[config.mk]
export PLATFORM = sky130hd
export DESIGN_NAME = fetch_prefetch_queue
export DESIGN_NICKNAME = d
export VERILOG_FILES = /design/src/rtl/fetch_prefetch_queue_pkg.sv /design/src/rtl/fetch_prefetch_queue_queue.sv /design/src/rtl/fetch_prefetch_queue.sv
export SDC_FILE = /design/constraint.sdc
export NUM_CORES = 1
export LEC_CHECK = 0
export ABC_AREA = 1
export ABC_CLOCK_PERIOD_IN_PS = 2550
export BUFFER_PORTS_ARGS = -buffer_cell sky130_fd_sc_hd__buf_2
export CORE_MARGIN = 2
export CORE_UTILIZATION = 52
export DETAILED_ROUTE_END_ITERATION = 8
export PLACE_DENSITY = 0.75
export SLEW_MARGIN = 20
export SYNTH_ARGS = -nofsm -noshare
export SYNTH_HDL_FRONTEND = slang
export SYNTH_SLANG_ARGS = --single-unit
[constraint.sdc]
create_clock -name clk -period 2.55 [get_ports clk]
set_clock_uncertainty 0.15 [all_clocks]
set_input_delay 0 -clock clk [delete_from_list [all_inputs] [get_ports clk]]
set_output_delay 0 -clock clk [all_outputs]
set_load 0.1 [all_outputs]
[src/rtl/fetch_prefetch_queue_pkg.sv]
// Shared definitions for the fetch / prefetch-queue slice.
//   - FSM state constants (IDLE: free to issue, WAIT: one request outstanding)
//   - default NOP instruction
//   - queue entry layout {instr, npc} at the default 16/16 widths
package fetch_prefetch_queue_pkg;

  localparam logic [0:0] ST_IDLE = 1'b0;
  localparam logic [0:0] ST_WAIT = 1'b1;

  localparam logic [15:0] NOP_INSTR_DEF = 16'h0800;

  localparam int ENT_DATA_W = 16;
  localparam int ENT_ADDR_W = 16;

  typedef struct packed {
    logic [ENT_DATA_W-1:0] instr;
    logic [ENT_ADDR_W-1:0] npc;
  } fetch_entry_t;

endpackage

[src/rtl/fetch_prefetch_queue_queue.sv]
// fetch_queue: synchronous FIFO holding prefetched {instr, npc} entries.
//   clk, rst   clock, synchronous active-low reset
//   push/pop   enqueue wdata / drop head (caller never pops empty or pushes full)
//   flush      empties the queue; wins over push/pop in the same cycle
//   rdata      head entry (undefined when count==0)
//   count      number of valid entries, 0..DEPTH
module fetch_queue #(
  parameter int DEPTH = 4,
  parameter int W     = 32
) (
  input  logic                     clk,
  input  logic                     rst,
  input  logic                     push,
  input  logic                     pop,
  input  logic                     flush,
  input  logic [W-1:0]             wdata,
  output logic [W-1:0]             rdata,
  output logic [$clog2(DEPTH):0]   count
);
  localparam int PTR_W = $clog2(DEPTH);
  localparam int CNT_W = PTR_W + 1;

  logic [W-1:0]     mem_q [DEPTH];
  logic [PTR_W-1:0] wr_ptr_q, wr_ptr_d, rd_ptr_q, rd_ptr_d;
  logic [CNT_W-1:0] count_q, count_d;

  // DEPTH is a power of two, so pointers wrap by natural overflow.
  always_comb begin
    wr_ptr_d = wr_ptr_q;
    rd_ptr_d = rd_ptr_q;
    count_d  = count_q;
    if (flush) begin
      wr_ptr_d = '0;
      rd_ptr_d = '0;
      count_d  = '0;
    end else begin
      if (push) wr_ptr_d = wr_ptr_q + PTR_W'(1);
      if (pop)  rd_ptr_d = rd_ptr_q + PTR_W'(1);
      case ({push, pop})
        2'b10:   count_d = count_q + CNT_W'(1);
        2'b01:   count_d = count_q - CNT_W'(1);
        default: count_d = count_q;
      endcase
    end
  end

  always_ff @(posedge clk) begin
    if (!rst) begin
      wr_ptr_q <= '0;
      rd_ptr_q <= '0;
      count_q  <= '0;
    end else begin
      wr_ptr_q <= wr_ptr_d;
      rd_ptr_q <= rd_ptr_d;
      count_q  <= count_d;
    end
  end

  // Storage needs no reset; count gates every read of it.
  always_ff @(posedge clk) begin
    if (rst && push && !flush) mem_q[wr_ptr_q] <= wdata;
  end

  assign rdata = mem_q[rd_ptr_q];
  assign count = count_q;

endmodule

[src/rtl/fetch_prefetch_queue.sv]
// fetch_prefetch_queue: fetch stage decoupling a stalling instruction memory
// from decode through a DEPTH-entry queue of {instr, pc+INCR}.
//   clk, rst                 clock, synchronous active-low reset
//   halt                     stop issuing; queue keeps draining
//   do_branch, branch_pc     redirect + flush; outstanding response discarded
//   haz_stall                hold head entry
//   mem_rd/mem_addr          request to memory; mem_stall = not accepted
//   mem_done/mem_data/mem_err response (one outstanding request max)
//   instr/next_pc/instr_valid head entry presented to decode
//   fetch_busy               request outstanding
//   fetch_err                sticky fetch error (only with FETCH_ERR_TRAP_EN)
// Optional feature macro: FETCH_ERR_TRAP_EN (error trap; otherwise mem_err is ignored).
module fetch_prefetch_queue
  import fetch_prefetch_queue_pkg::*;
#(
  parameter int               DATA_W    = 16,
  parameter int               ADDR_W    = 16,
  parameter int               DEPTH     = 4,
  parameter int               INCR      = 2,
  parameter logic [ADDR_W-1:0] RESET_PC  = '0,
  parameter logic [DATA_W-1:0] NOP_INSTR = DATA_W'(NOP_INSTR_DEF)
) (
  input  logic              clk,
  input  logic              rst,
  input  logic              halt,
  input  logic              do_branch,
  input  logic [ADDR_W-1:0] branch_pc,
  input  logic              haz_stall,
  output logic              mem_rd,
  output logic [ADDR_W-1:0] mem_addr,
  input  logic              mem_stall,
  input  logic              mem_done,
  input  logic [DATA_W-1:0] mem_data,
  input  logic              mem_err,
`ifdef FETCH_ERR_TRAP_EN
  output logic              fetch_err,
`endif
  output logic [DATA_W-1:0] instr,
  output logic [ADDR_W-1:0] next_pc,
  output logic              instr_valid,
  output logic              fetch_busy
);
  localparam int CNT_W = $clog2(DEPTH) + 1;
  localparam int ENT_W = DATA_W + ADDR_W;

  logic [0:0]        state_q, state_d;
  logic [ADDR_W-1:0] fetch_pc_q, fetch_pc_d;
  logic [ADDR_W-1:0] req_pc_q, req_pc_d;
  logic [ADDR_W-1:0] last_npc_q, last_npc_d;
  logic              epoch_q, epoch_d, req_epoch_q, req_epoch_d;
  logic              trap;

  logic [CNT_W-1:0]  q_count;
  logic [ENT_W-1:0]  q_head, q_wdata;
  logic [DATA_W-1:0] q_wdata_instr;
  logic              accept, resp_ok, resp_live, q_push, q_pop;

  fetch_queue #(.DEPTH(DEPTH), .W(ENT_W)) u_queue (
    .clk   (clk),
    .rst   (rst),
    .push  (q_push),
    .pop   (q_pop),
    .flush (do_branch),
    .wdata (q_wdata),
    .rdata (q_head),
    .count (q_count)
  );

`ifdef FETCH_ERR_TRAP_EN
  logic err_q, err_d;
  assign trap          = err_q;
  assign fetch_err     = err_q;
  assign err_d         = err_q | (resp_ok & mem_err);
  assign q_wdata_instr = mem_err ? NOP_INSTR : mem_data;
  always_ff @(posedge clk) begin
    if (!rst) err_q <= 1'b0;
    else      err_q <= err_d;
  end
`else
  logic unused_mem_err;
  assign unused_mem_err = mem_err;
  assign trap           = 1'b0;
  assign q_wdata_instr  = mem_data;
`endif

  // Issue only with a free slot so the single response can always enqueue.
  assign mem_rd   = rst & (state_q == ST_IDLE) & ~halt & ~do_branch & ~trap &
                    (q_count < CNT_W'(DEPTH));
  assign mem_addr = fetch_pc_q;
  assign accept   = mem_rd & ~mem_stall;

  assign resp_live = (req_epoch_q == epoch_q);
  assign resp_ok   = (state_q == ST_WAIT) & mem_done & resp_live & ~do_branch;
  assign q_push    = resp_ok;
  assign q_wdata   = {q_wdata_instr, req_pc_q + ADDR_W'(INCR)};

  assign instr_valid = (q_count != '0) & ~do_branch;
  assign q_pop       = instr_valid & ~haz_stall;
  assign instr       = instr_valid ? q_head[ENT_W-1:ADDR_W] : NOP_INSTR;
  assign next_pc     = instr_valid ? q_head[ADDR_W-1:0] : last_npc_q;
  assign fetch_busy  = (state_q == ST_WAIT);

  always_comb begin
    state_d     = state_q;
    fetch_pc_d  = fetch_pc_q;
    req_pc_d    = req_pc_q;
    req_epoch_d = req_epoch_q;
    epoch_d     = epoch_q;
    last_npc_d  = instr_valid ? q_head[ADDR_W-1:0] : last_npc_q;

    if (state_q == ST_WAIT && mem_done) state_d = ST_IDLE;

    if (accept) begin
      state_d     = ST_WAIT;
      req_pc_d    = fetch_pc_q;
      req_epoch_d = epoch_q;
      fetch_pc_d  = fetch_pc_q + ADDR_W'(INCR);
    end

    // Toggle only while the outstanding response is still live, so a second
    // redirect during the same WAIT cannot flip the epoch back into a match.
    if (do_branch) begin
      fetch_pc_d = branch_pc;
      if (state_q == ST_WAIT && resp_live) epoch_d = ~epoch_q;
    end
  end

  always_ff @(posedge clk) begin
    if (!rst) begin
      state_q     <= ST_IDLE;
      fetch_pc_q  <= RESET_PC;
      req_pc_q    <= '0;
      req_epoch_q <= 1'b0;
      epoch_q     <= 1'b0;
      last_npc_q  <= '0;
    end else begin
      state_q     <= state_d;
      fetch_pc_q  <= fetch_pc_d;
      req_pc_q    <= req_pc_d;
      req_epoch_q <= req_epoch_d;
      epoch_q     <= epoch_d;
      last_npc_q  <= last_npc_d;
    end
  end

endmodule

==> results.ini <==
[floorplan]
die_w_um = 126
placeableCoreArea_um2 = 14600
fp.dieArea_um2 = 16000
io_pins = 91
cell_rows = 44
fp.dieH_um = 126
initial_core_util_pct = 53.4

[sta]
setup_viol_count_final = 0
achievable-frequency_mhz = 410
timing_max_transition_violations_final = 0
finalHoldViolations = 0
relSlewSlack_pct = 67.2
layout_min_cycle_time_ns = 2.44
grt_setup_unrepaired = false
tightest_slew_ns = 0.495
final.period_utilization_pct = 95.7

[place]
dp.cells = 1022
portBuffers = 89
place_congestion = 0.832
placement.cell_area_um2 = 8730
dp.final_hpwl_um = 10300

[critical_path]
cp-end-kind = output pin
cp_data_arrival_time_ns = 2.29
crit_path_max_fanout = 32
regToRegStartpoint = mem_addr[2]
worstPathRequired_ns = 2.40
timing.critical_path.from = do_branch
worstSetupPathType = input pin to output pin
startpoint_types = input pin

[power]
switch_share_pct = 21.3
p_comb_share_pct = 5.8
power.share.clock_pct = 44.6
power.share.sequential_pct = 49.6
max-vdd-ir-drop_v = 0.000461
switchingPower_w = 0.00142
p_per_area_nw_per_um2 = 669
power_leakage_nw = 3.76
p_int_w = 0.00523

[job]
cap_violations = 0

[logic_synthesis]
asyncSetResetFlopFracSynth_pct = 0
synth_cell_types = 33
synth.avg_cell_area_um2 = 10.1
synth-seq-area-share_pct = 64.8
synth.cell_area_um2 = 7780
synth_ff_type = sky130_fd_sc_hd__edfxtp_1
synth_edf_count = 128
syn_inst = 769
synth_fp_nets = 817
synthesis.yosys.warnings = 0
postSynthRegisterBits = 188

[grt]
largest_net_degree_at_the_start_of_global_routing = 37
grt-ovfl-total = 0
gr-usage-all-layers_pct = 22.2
grt_pass1_wl_um = 28000
initial_antenna_violation_count = 0
vias_in_the_first_global_route = 5786

[drt]
routed_via_density = 5.43
detailed_route_drc_error_count = 0
wl_per_cell_um = 15.8
routed-via-count = 6016
antenna_left = 0
totalWireLength_um = 17400
drt_iter0_markers = 515
first_pass_iters = 5

[clock_network]
clk-insertion-delay-late_ns = 0.43
clockBufferDepth = 2
tritoncts = yes
post_cts.repair.setup_buffers = 0
cts_num_sinks = 188
cts_max_level = 4
clk_root_buffer_cell = sky130_fd_sc_hd__clkbuf_16
path_clk_slew_ns = 0.06
cts_made_buffers = 17

[layout]
syn2layout_area_growth_pct = 27.7
drive_above_1_share_pct = 16.7
finalInstanceArea_um2 = 9940
number_of_diodes = 0
post-route-util_pct = 68.1
commonest_non_fill_non_tap_cell_in_the_layout = sky130_fd_sc_hd__nor2_1
most-common-layout-cells = sky130_fd_sc_hd__nor2_1 (129), sky130_fd_sc_hd__edfxtp_1 (128), sky130_fd_sc_hd__nand2_1 (118), sky130_fd_sc_hd__o21ai_0 (89), sky130_fd_sc_hd__buf_2 (70)
final-instance-count-excl-fill = 1107
nNetsFinal = 958
fillerInstances = 1025

[min_path]
hold_path_startpoint = halt
worstHoldPathType = input pin to register

[run_status]
status = complete, no violations

## registers in the layout (all words and copies together) (netlist names), named ones only
| register | count |
|---|---|
| req_pc_q | 16 |
| u_queue.wr_ptr_q | 2 |
| u_queue.count | 3 |
| u_queue.mem_q | 128 |
| req_epoch_q | 1 |
| fetch_busy | 1 |
| epoch_q | 1 |
| last_npc_q | 16 |
| mem_addr | 16 |
| u_queue.rd_ptr_q | 2 |
## layer usage
layer,global-route usage [%],share of wire [%],up-vias
li1,-,-,2900
met1,28.0,42,2856
met2,38.4,51,236
met3,4.05,5.7,24
met4,8.21,1.9,0
met5,0,0,-
## worst max-delay path: stages
cell	delay [ns]
sky130_fd_sc_hd__dlygate4sd3_1	0.53
sky130_fd_sc_hd__buf_2	0.25
sky130_fd_sc_hd__inv_1	0.19
sky130_fd_sc_hd__nand2_2	0.10
sky130_fd_sc_hd__buf_6	0.20
sky130_fd_sc_hd__inv_2	0.32
sky130_fd_sc_hd__nand2_1	0.16
sky130_fd_sc_hd__nand2_1	0.11
sky130_fd_sc_hd__buf_2	0.43
## final cells by class
cell class,count,area [um2],area share [%]
Multi-Input combinational cell,492,2390,24.1
Inverter,53,201,2.03
Clock buffer,18,429,4.32
Timing Repair Buffer,158,1400,14.1
Clock inverter,14,238,2.39
Tap cell,184,230,2.32
Sequential cell,188,5050,50.8
## synth_stat cells, types with 15 or more instances
cell,number,area (um2)
sky130_fd_sc_hd__nor2_1,133,499
sky130_fd_sc_hd__edfxtp_1,128,3840
sky130_fd_sc_hd__nand2_1,118,443
sky130_fd_sc_hd__o21ai_0,89,445
sky130_fd_sc_hd__a21oi_1,67,335
sky130_fd_sc_hd__dfxtp_1,60,1200
sky130_fd_sc_hd__inv_1,48,180
sky130_fd_sc_hd__nand3_1,18,90.1
sky130_fd_sc_hd__xor2_1,18,158
sky130_fd_sc_hd__clkbuf_1,16,60.1
sky130_fd_sc_hd__o22ai_1,16,100
sky130_fd_sc_hd__buf_2,15,75.1
## kinds of logic (layout without fill, tap and decap cells)
kind of cell    after synthesis  count (layout)  synth area share (%)
compound gates              182             182                  12.1
xor+xnor                     19              19                  2.14
fa+ha+maj                     8               8                  1.38
buf+inv                      89             243                  4.73
flops                       188             188                  64.8
simple gates                283             283                  14.8
## power by group through the flow
| stage | Sequential, W | Combinational [W] | Clock [W] |
|---|---|---|---|
| 6_report | 0.00330 | 0.000389 | 0.00296 |
| 5_1_grt | 0.00330 | 0.000415 | 0.00312 |
| 4_1_cts | 0.00330 | 0.000383 | 0.00297 |
| 3_5_place_dp | 0.00336 | 0.000320 | 0 |
| 3_3_place_gp | 0.00336 | 0.000313 | 0 |
| 2_1_floorplan | 0.00348 | 0.000117 | 0 |
## metrics by stage
step	setup WS, ns	total power [W]	setup TNS [ns]	hold WS, ns
3_5_place_dp	0.351	0.00368	0	0.0702
4_1_cts	0.0233	0.00665	0	0.0283
5_1_grt	0.00655	0.00684	0	0.0889
6_report	0.109	0.00665	0	0.0485
3_3_place_gp	0.436	0.00368	0	0.0634
2_1_floorplan	-0.151	0.00359	-14.48	-0.0511
## path summary, 6_finish.rpt
kind,end,slack [ns],cells after the start
hold reg to reg,register,0.31,2
setup reg to reg,mem_addr[7],0.26,9
setup / recovery,next_pc[11],0.11,9
hold / removal,req_epoch_q,0.05,6
## what timing repair did
item                                    CTS  global route
hold buffers                             53             0
endpoints found under the setup margin    4            16
gates resized for setup                   1             4
gates cloned                              0             0
hold endpoints to repair                124             0
Power figures use the tool's default switching activity.
